File: src/rtl/sr_latch_pkg.sv
// Shared constants and helpers for the debounced set/reset latch bank.
// Polarity and priority encodings are used as parameter values by the bank and its filters.
package sr_latch_pkg;

  localparam logic ACT_HIGH = 1'b0;
  localparam logic ACT_LOW  = 1'b1;

  localparam logic PRIO_CLR = 1'b0;
  localparam logic PRIO_SET = 1'b1;

  // Counter must be able to hold DB_CNT itself, hence the +1.
  function automatic int db_cnt_w(input int db_cnt);
    return (db_cnt < 1) ? 1 : $clog2(db_cnt + 1);
  endfunction

endpackage

File: src/rtl/sr_latch_bank_db_filter.sv
// One button input: 2-FF synchroniser, polarity normalisation and a tick-qualified
// debounce counter. OUT is the debounced input, always active-high.
module db_filter
  import sr_latch_pkg::*;
#(
  parameter int   DB_CNT     = 4,
  parameter logic ACTIVE_LOW = ACT_LOW
) (
  input  logic CLK,
  input  logic RST,
  input  logic TICK,
  input  logic IN,
  output logic OUT
);

  localparam int CW = db_cnt_w(DB_CNT);
  localparam logic [CW-1:0] CNT_LAST = CW'(DB_CNT - 1);

  logic          sync1_q;
  logic          sync2_q;
  logic          act;
  logic          db_d;
  logic          db_q;
  logic [CW-1:0] cnt_d;
  logic [CW-1:0] cnt_q;

  assign act = sync2_q ^ ACTIVE_LOW;

  // Comparing against DB_CNT-1 is equivalent to "incremented value reaches DB_CNT".
  always_comb begin
    db_d  = db_q;
    cnt_d = cnt_q;
    if (TICK) begin
      if (act == db_q) begin
        cnt_d = '0;
      end else if (cnt_q == CNT_LAST) begin
        db_d  = ~db_q;
        cnt_d = '0;
      end else begin
        cnt_d = cnt_q + 1'b1;
      end
    end
  end

  always_ff @(posedge CLK or posedge RST) begin
    if (RST) begin
      sync1_q <= ACTIVE_LOW;
      sync2_q <= ACTIVE_LOW;
      db_q    <= 1'b0;
      cnt_q   <= '0;
    end else begin
      sync1_q <= IN;
      sync2_q <= sync1_q;
      db_q    <= db_d;
      cnt_q   <= cnt_d;
    end
  end

  assign OUT = db_q;

endmodule

File: src/rtl/sr_latch_bank.sv
// Bank of N_CH debounced set/reset latches with complementary LED outputs.
// A free-running prescaler supplies the debounce tick; everything runs on CLK.
module sr_latch_bank
  import sr_latch_pkg::*;
#(
  parameter int   N_CH       = 2,
  parameter int   DIV_W      = 12,
  parameter int   DB_CNT     = 4,
  parameter logic SET_DOM    = PRIO_SET,
  parameter logic ACTIVE_LOW = ACT_LOW,
  parameter logic RST_Q      = 1'b0
) (
  input  logic            CLK,
  input  logic            RST,
  input  logic [N_CH-1:0] SET_IN,
  input  logic [N_CH-1:0] CLR_IN,
  output logic [N_CH-1:0] Q,
  output logic [N_CH-1:0] QN,
  output logic [N_CH-1:0] CHG,
  output logic            TICK
);

  localparam logic [DIV_W-1:0] DIV_MAX = '1;

  logic [DIV_W-1:0] div_d;
  logic [DIV_W-1:0] div_q;
  logic             tick;
  logic [N_CH-1:0]  set_db;
  logic [N_CH-1:0]  clr_db;
  logic [N_CH-1:0]  q_d;
  logic [N_CH-1:0]  q_q;
  logic [N_CH-1:0]  qn_d;
  logic [N_CH-1:0]  qn_q;
  logic [N_CH-1:0]  chg_d;
  logic [N_CH-1:0]  chg_q;

  assign div_d = div_q + 1'b1;
  assign tick  = (div_q == DIV_MAX);

  genvar gi;
  generate
    for (gi = 0; gi < N_CH; gi++) begin : g_ch
      db_filter #(
        .DB_CNT     (DB_CNT),
        .ACTIVE_LOW (ACTIVE_LOW)
      ) u_set_db (
        .CLK  (CLK),
        .RST  (RST),
        .TICK (tick),
        .IN   (SET_IN[gi]),
        .OUT  (set_db[gi])
      );

      db_filter #(
        .DB_CNT     (DB_CNT),
        .ACTIVE_LOW (ACTIVE_LOW)
      ) u_clr_db (
        .CLK  (CLK),
        .RST  (RST),
        .TICK (tick),
        .IN   (CLR_IN[gi]),
        .OUT  (clr_db[gi])
      );
    end
  endgenerate

  // Level-sensitive latch: a held button keeps forcing the output every cycle.
  always_comb begin
    q_d = q_q;
    for (int i = 0; i < N_CH; i++) begin
      case ({set_db[i], clr_db[i]})
        2'b11:   q_d[i] = SET_DOM;
        2'b10:   q_d[i] = 1'b1;
        2'b01:   q_d[i] = 1'b0;
        default: q_d[i] = q_q[i];
      endcase
    end
    qn_d  = ~q_d;
    chg_d = q_d ^ q_q;
  end

  always_ff @(posedge CLK or posedge RST) begin
    if (RST) begin
      div_q <= '0;
      q_q   <= {N_CH{RST_Q}};
      qn_q  <= {N_CH{~RST_Q}};
      chg_q <= '0;
    end else begin
      div_q <= div_d;
      q_q   <= q_d;
      qn_q  <= qn_d;
      chg_q <= chg_d;
    end
  end

  assign Q    = q_q;
  assign QN   = qn_q;
  assign CHG  = chg_q;
  assign TICK = tick;

endmodule

File: config.mk
export PLATFORM = sky130hd
export DESIGN_NAME = sr_latch_bank
export DESIGN_NICKNAME = d
export VERILOG_FILES = /design/src/rtl/sr_latch_pkg.sv /design/src/rtl/sr_latch_bank_db_filter.sv /design/src/rtl/sr_latch_bank.sv
export SDC_FILE = /design/constraint.sdc
export NUM_CORES = 1
export LEC_CHECK = 0
export CAP_MARGIN = 15
export CORE_MARGIN = 2
export CORE_UTILIZATION = 55
export CTS_BUF_LIST = sky130_fd_sc_hd__clkbuf_16
export DETAILED_ROUTE_END_ITERATION = 10
export GPL_ROUTABILITY_DRIVEN = 0
export PLACE_DENSITY = 0.78
export SLEW_MARGIN = 20
export SYNTH_ARGS = -nofsm -noshare
export SYNTH_HDL_FRONTEND = slang
export SYNTH_SLANG_ARGS = --single-unit
File: constraint.sdc
create_clock -name CLK -period 2.64 [get_ports CLK]
set_clock_uncertainty 0.15 [all_clocks]
set_input_delay 0.528 -clock CLK [delete_from_list [all_inputs] [get_ports CLK]]
set_output_delay 0.528 -clock CLK [all_outputs]
set_load 0.02 [all_outputs]
Word-level counts from Yosys, hierarchy flattened --
Cells that the tools add are included.
Storage, ports and cells: register bits after elaboration 42, output and inout port bits 7, input port bits 6, word-level logic and storage cells 70
Operators by class: equality and inequality tests 15, reductions and logical operators 6, mux-type cells 10, bitwise logic cells 14, add/sub/neg operators 5
Operators with widths (number):
- 2-to-1 mux 3 bit | 8
- adder 12 x 1 -> 12 bit, second input constant | 1
- adder 3 x 1 -> 3 bit, second input constant | 4
- == test 12 bit, second input constant | 1
- == test 3 x 2 -> 1 bit, second input constant | 4
- NOT 1 bit | 12
- AND reduction 3 bit | 4
- == test 2 bit, second input constant | 4
- == test 1 bit | 4
- == test 2 x 1 -> 1 bit, second input constant | 2
- one-hot mux 1 bit (2 select lines) | 2
- OR reduction 2 bit | 2
- NOT 2 bit | 1
- XOR 2 bit | 1

Longest topological paths before layout --
depth in word-level cells 4, gate-level depth with buffers 6, gate-level depth less buffers 5

By module --
A second synthesis with hierarchy kept.
Second synthesis, totals: cell total of the unflattened synthesis 151, area, all modules 1773.0 um^2
Modules (own cells, without submodules):
- db_filter | cells an instance 22, area an instance 260.2 um^2, seq. area each 152.6 um^2, times used 4
- sr_latch_bank | cells an instance 63, area an instance 732.0 um^2, seq. area each 452.9 um^2, times used 1

Least setup slack after synthesis --
Ideal clock, no wire load.
kind register to output, start register div_q[0], end output TICK, setup slack 0.472 ns, stages on the path, launching flop included 6, arrival 1.490 ns, cells stage by stage dfrtp_1 ha_1 nand3_4 or4_4 buf_6 inv_12
Between the ends: longest elaborated chain between the ends 1
RTL lines:
- start, declared | RTL line sr_latch_bank.sv:26 | logic [DIV_W-1:0] div_q;
- start signal, assigned | RTL line sr_latch_bank.sv:89 | div_q <= div_d;
- == test 12 bit | RTL line sr_latch_bank.sv:38 | assign tick = (div_q == DIV_MAX);
- end, declared | RTL line sr_latch_bank.sv:20 | output logic TICK
Every way passes these cells.

Final worst setup path --
start register div_q[1], end output TICK
Same word-level chain as after synthesis.

==> metrics.cfg <==
[die]
dieArea_sq_um = 3720
die_y_um = 61.0
design.core.area_sq_um = 3080
std_cell_rows = 20
num_io_pins = 13
fp.dieW_um = 61.0
initial_core_util_pct = 58.0

[power_and_ir_drop]
total_power_mw = 1.36
power.net_switching_mw = 0.251
p_leak_nw = 1.02
power_density_nw_per_um2 = 632
p_seq_share_pct = 48.5
clkPwrFrac_pct = 49.5
cellInternalPower_mw = 1.11
worst_ir_drop_vdd_mv = 0.512
power_frac_comb_pct = 2.0
switching_share_pct = 18.5

[worst_setup_path]
path_cells = ha_2, nand3_4, or4_4, inv_12, clkbuf_2
worstPathMaxFanout = 3
slowest_delay_ns = 0.61
critPathArrivalTime_ns = 1.81
path_class = reg -> out
end_kind = primary output
worstSetupStartpointType = register
critPathRequiredTime_ns = 1.96
crit_path_top_delay_cell = or4_4
reg2reg_slack_ns = 0.48

[timing]
finalCritPeriodShare_pct = 94.2
maxSlewViolCount = 0
hold_viol_final = 0
worst_slew_pin_slew_ns = 0.505
setup_viol = 0
maxSlewHeadroom_pct = 66.3
fin_crit_ns = 2.49
fmax_mhz = 402
rsz0062_at_grt = no

[clock_tree]
numCtsBuffers = 5
clock_sinks = 42
clockBufferDepth = 2
clk_pin_slew_ns = 0.06
htreeDepth = 2
cts-root-buf = clkbuf_16
cts_setup_buffers = 0
worstSkewPairLatency_ns = 0.28
cts_tree = built

[synthesis]
syn_area_per_cell_sq_um = 13.0
synth_common_cells = 32 x dfrtp_1, 12 x inv_1, 12 x xor2_1, 10 x dfstp_2, 10 x nor2_1
synthTopCellsByArea = dfrtp_1 45%, dfstp_2 15%, mux2_4 6.7%, xor2_1 5.9%, ha_1 3.5%
syn_nets = 148
ys_seq_area_share_pct = 59.6
synth_top_cell_by_area = dfrtp_1
synth_warnings = 0
async_reset_ff_share_pct = 100
synth_seq_cells = 42
synth_edf_count = 0
syn-cell-area_sq_um = 1780
synth_ff_type = dfrtp_1
synth_most_common_cell = dfrtp_1
syn_inst = 137
yosysUniqueCellTypes = 26
synth_top_cell_area_share_pct = 44.9

[placed_design]
port_buffers = 12
place_hpwl_um = 2050
placed_cell_area_sq_um = 1990

[finish]
syn2layout_area_growth_pct = 20.5
fin_util_pct = 69.8
nets = 171
stdcell_area_sq_um = 2150
n_antenna_cell = 0
seqCellArea_sq_um = 1060
num-fill-cells = 218
multi_input_area_sq_um = 651
drive_above_1_share_pct = 22.4

[hold_path]
hp-class = reg -> reg

[routing]
drt-pass1-iter-count = 4
wire_per_inst_um = 14.1
wl_met2_um = 1420
met1_length_um = 1330
top_layer_used = met4
dr_wl_met3_um = 96
via_per_inst = 5.16
antenna_left = 0
routed_wl_um = 2890
drc_errors = 0
first_iter_violations = 25
vias = 1057

[grt]
grt_pass1_wl_um = 4970
antenna_found_initial = 0
grt_pass1_vias = 1108
grt_usage_pct = 19.0
grt_max_degree = 43
grt_overflow_total = 0

[run_status]
status = completed

[job]
maxCapViolCount = 0

layout make-up:
class                      count  share of cell area (%)
clock inverter                 3                    1.92
timing repair buffer          17                    7.10
clock buffer                   5                    5.82
tap                           44                    2.56
inverter                      13                    2.85
sequential                    42                    49.5
multi-input combinational     81                    30.3
flip-flops by register name, summed over array words and instances, names as in the netlist:
name and cells:
QN 2, Q 2, div_q 12, CHG 2, g_ch.u_clr_db.sync2_q 2, g_ch.u_clr_db.sync1_q 2
g_ch.u_set_db.sync2_q 2, g_ch.u_set_db.OUT 2, g_ch.u_clr_db.OUT 2, g_ch.u_clr_db.cnt_q 6, g_ch.u_set_db.sync1_q 2, g_ch.u_set_db.cnt_q 6
cells by family after synthesis:
group | Yosys count | share of synthesized area, %
muxes | 12 | 8.98
buffers and inverters | 14 | 4.07
DFF | 42 | 59.6
xor gates and xnor gates | 14 | 6.87
AOI/OAI and AO/OA | 8 | 3.09
adders and majority gates | 5 | 3.51
and+or+nand+nor | 42 | 13.9
path summary, 6_finish.rpt:
| check | cells past startpoint | startpoint | endpoint |
|---|---|---|---|
| hold reg to reg | 0 | g_ch[1].u_set_db.sync1_q$_DFF_PP1_ | g_ch[1].u_set_db.sync2_q$_DFF_PP1_ |
| hold / removal | 0 | g_ch[1].u_set_db.sync1_q$_DFF_PP1_ | g_ch[1].u_set_db.sync2_q$_DFF_PP1_ |
| max in group asynchronous | 3 | RST | QN[1]$_DFF_PP1_ |
| setup / recovery | 5 | div_q[1]$_DFF_PP0_ | TICK |
| min in group asynchronous | 3 | RST | g_ch[0].u_clr_db.cnt_q[1]$_DFFE_PP0N_ |
| setup reg to reg | 6 | div_q[1]$_DFF_PP0_ | g_ch[1].u_set_db.cnt_q[0]$_DFFE_PP0N_ |
layout by cell type, fill, tap and decap left out:
master	instances
ha_2	1
xor2_1	12
nor3b_1	5
nand3b_1	1
clkbuf_2	1
bufinv_16	1
o21ai_0	2
clkinvlp_4	1
mux2i_1	4
o21a_1	4
mux2_4	8
nand3_2	1
nand4_1	3
nand2b_1	3
xnor2_1	2
clkdlybuf4s50_1	11
clkbuf_16	5
or4_4	1
nor3_1	3
inv_1	13
nor4_1	5
buf_4	5
nand3_1	5
ha_1	4
nor2b_1	1
nand2_1	3
inv_12	1
nor2_1	10
nand3_4	1
dfstp_2	10
dfrtp_1	32
a21o_1	2
critical path: cells and delay by family, from the launching register on:
kind | cells | cell delay (ns)
fa+ha+maj | 1 | 0.23
simple gates | 2 | 0.69
flops | 1 | 0.38
buf+inv | 2 | 0.23
per-stage QoR:
stage          cells  setup slack [ns]  hold slack, ns  TNS (ns)
5_1_grt          205            0.0783           0.208         0
2_1_floorplan    137             0.472           0.195         0
3_5_place_dp     197          -0.00104           0.197  -0.00104
4_1_cts          205            0.0178           0.206         0
6_report         205             0.153           0.205         0
3_3_place_gp     197            0.0548           0.196         0
routing by layer:
metal  GRT usage, %  vias up
met5              0        -
met4           7.45        0
met3           5.76        4
met2           31.5       17
met1           23.4      531
li1               -      505
power groups by stage:
stage / Combinational [mW] / Sequential [mW] / Clock, mW
detailed placement: 0.0286 / 0.669 / 0
global placement: 0.0276 / 0.669 / 0
floorplan: 0.0154 / 0.669 / 0
finish: 0.0275 / 0.658 / 0.673
global route: 0.0316 / 0.659 / 0.717
CTS: 0.0286 / 0.658 / 0.689
timing repair:
item | in CTS | in global routing
cloned | 0 | 0
endpoints found under the hold margin | 0 | 0
hold buffers | 0 | 0
endpoints found under the setup margin | 1 | 1
gates resized for setup | 3 | 1
No activity file was read; power rests on OpenSTA's default activity.
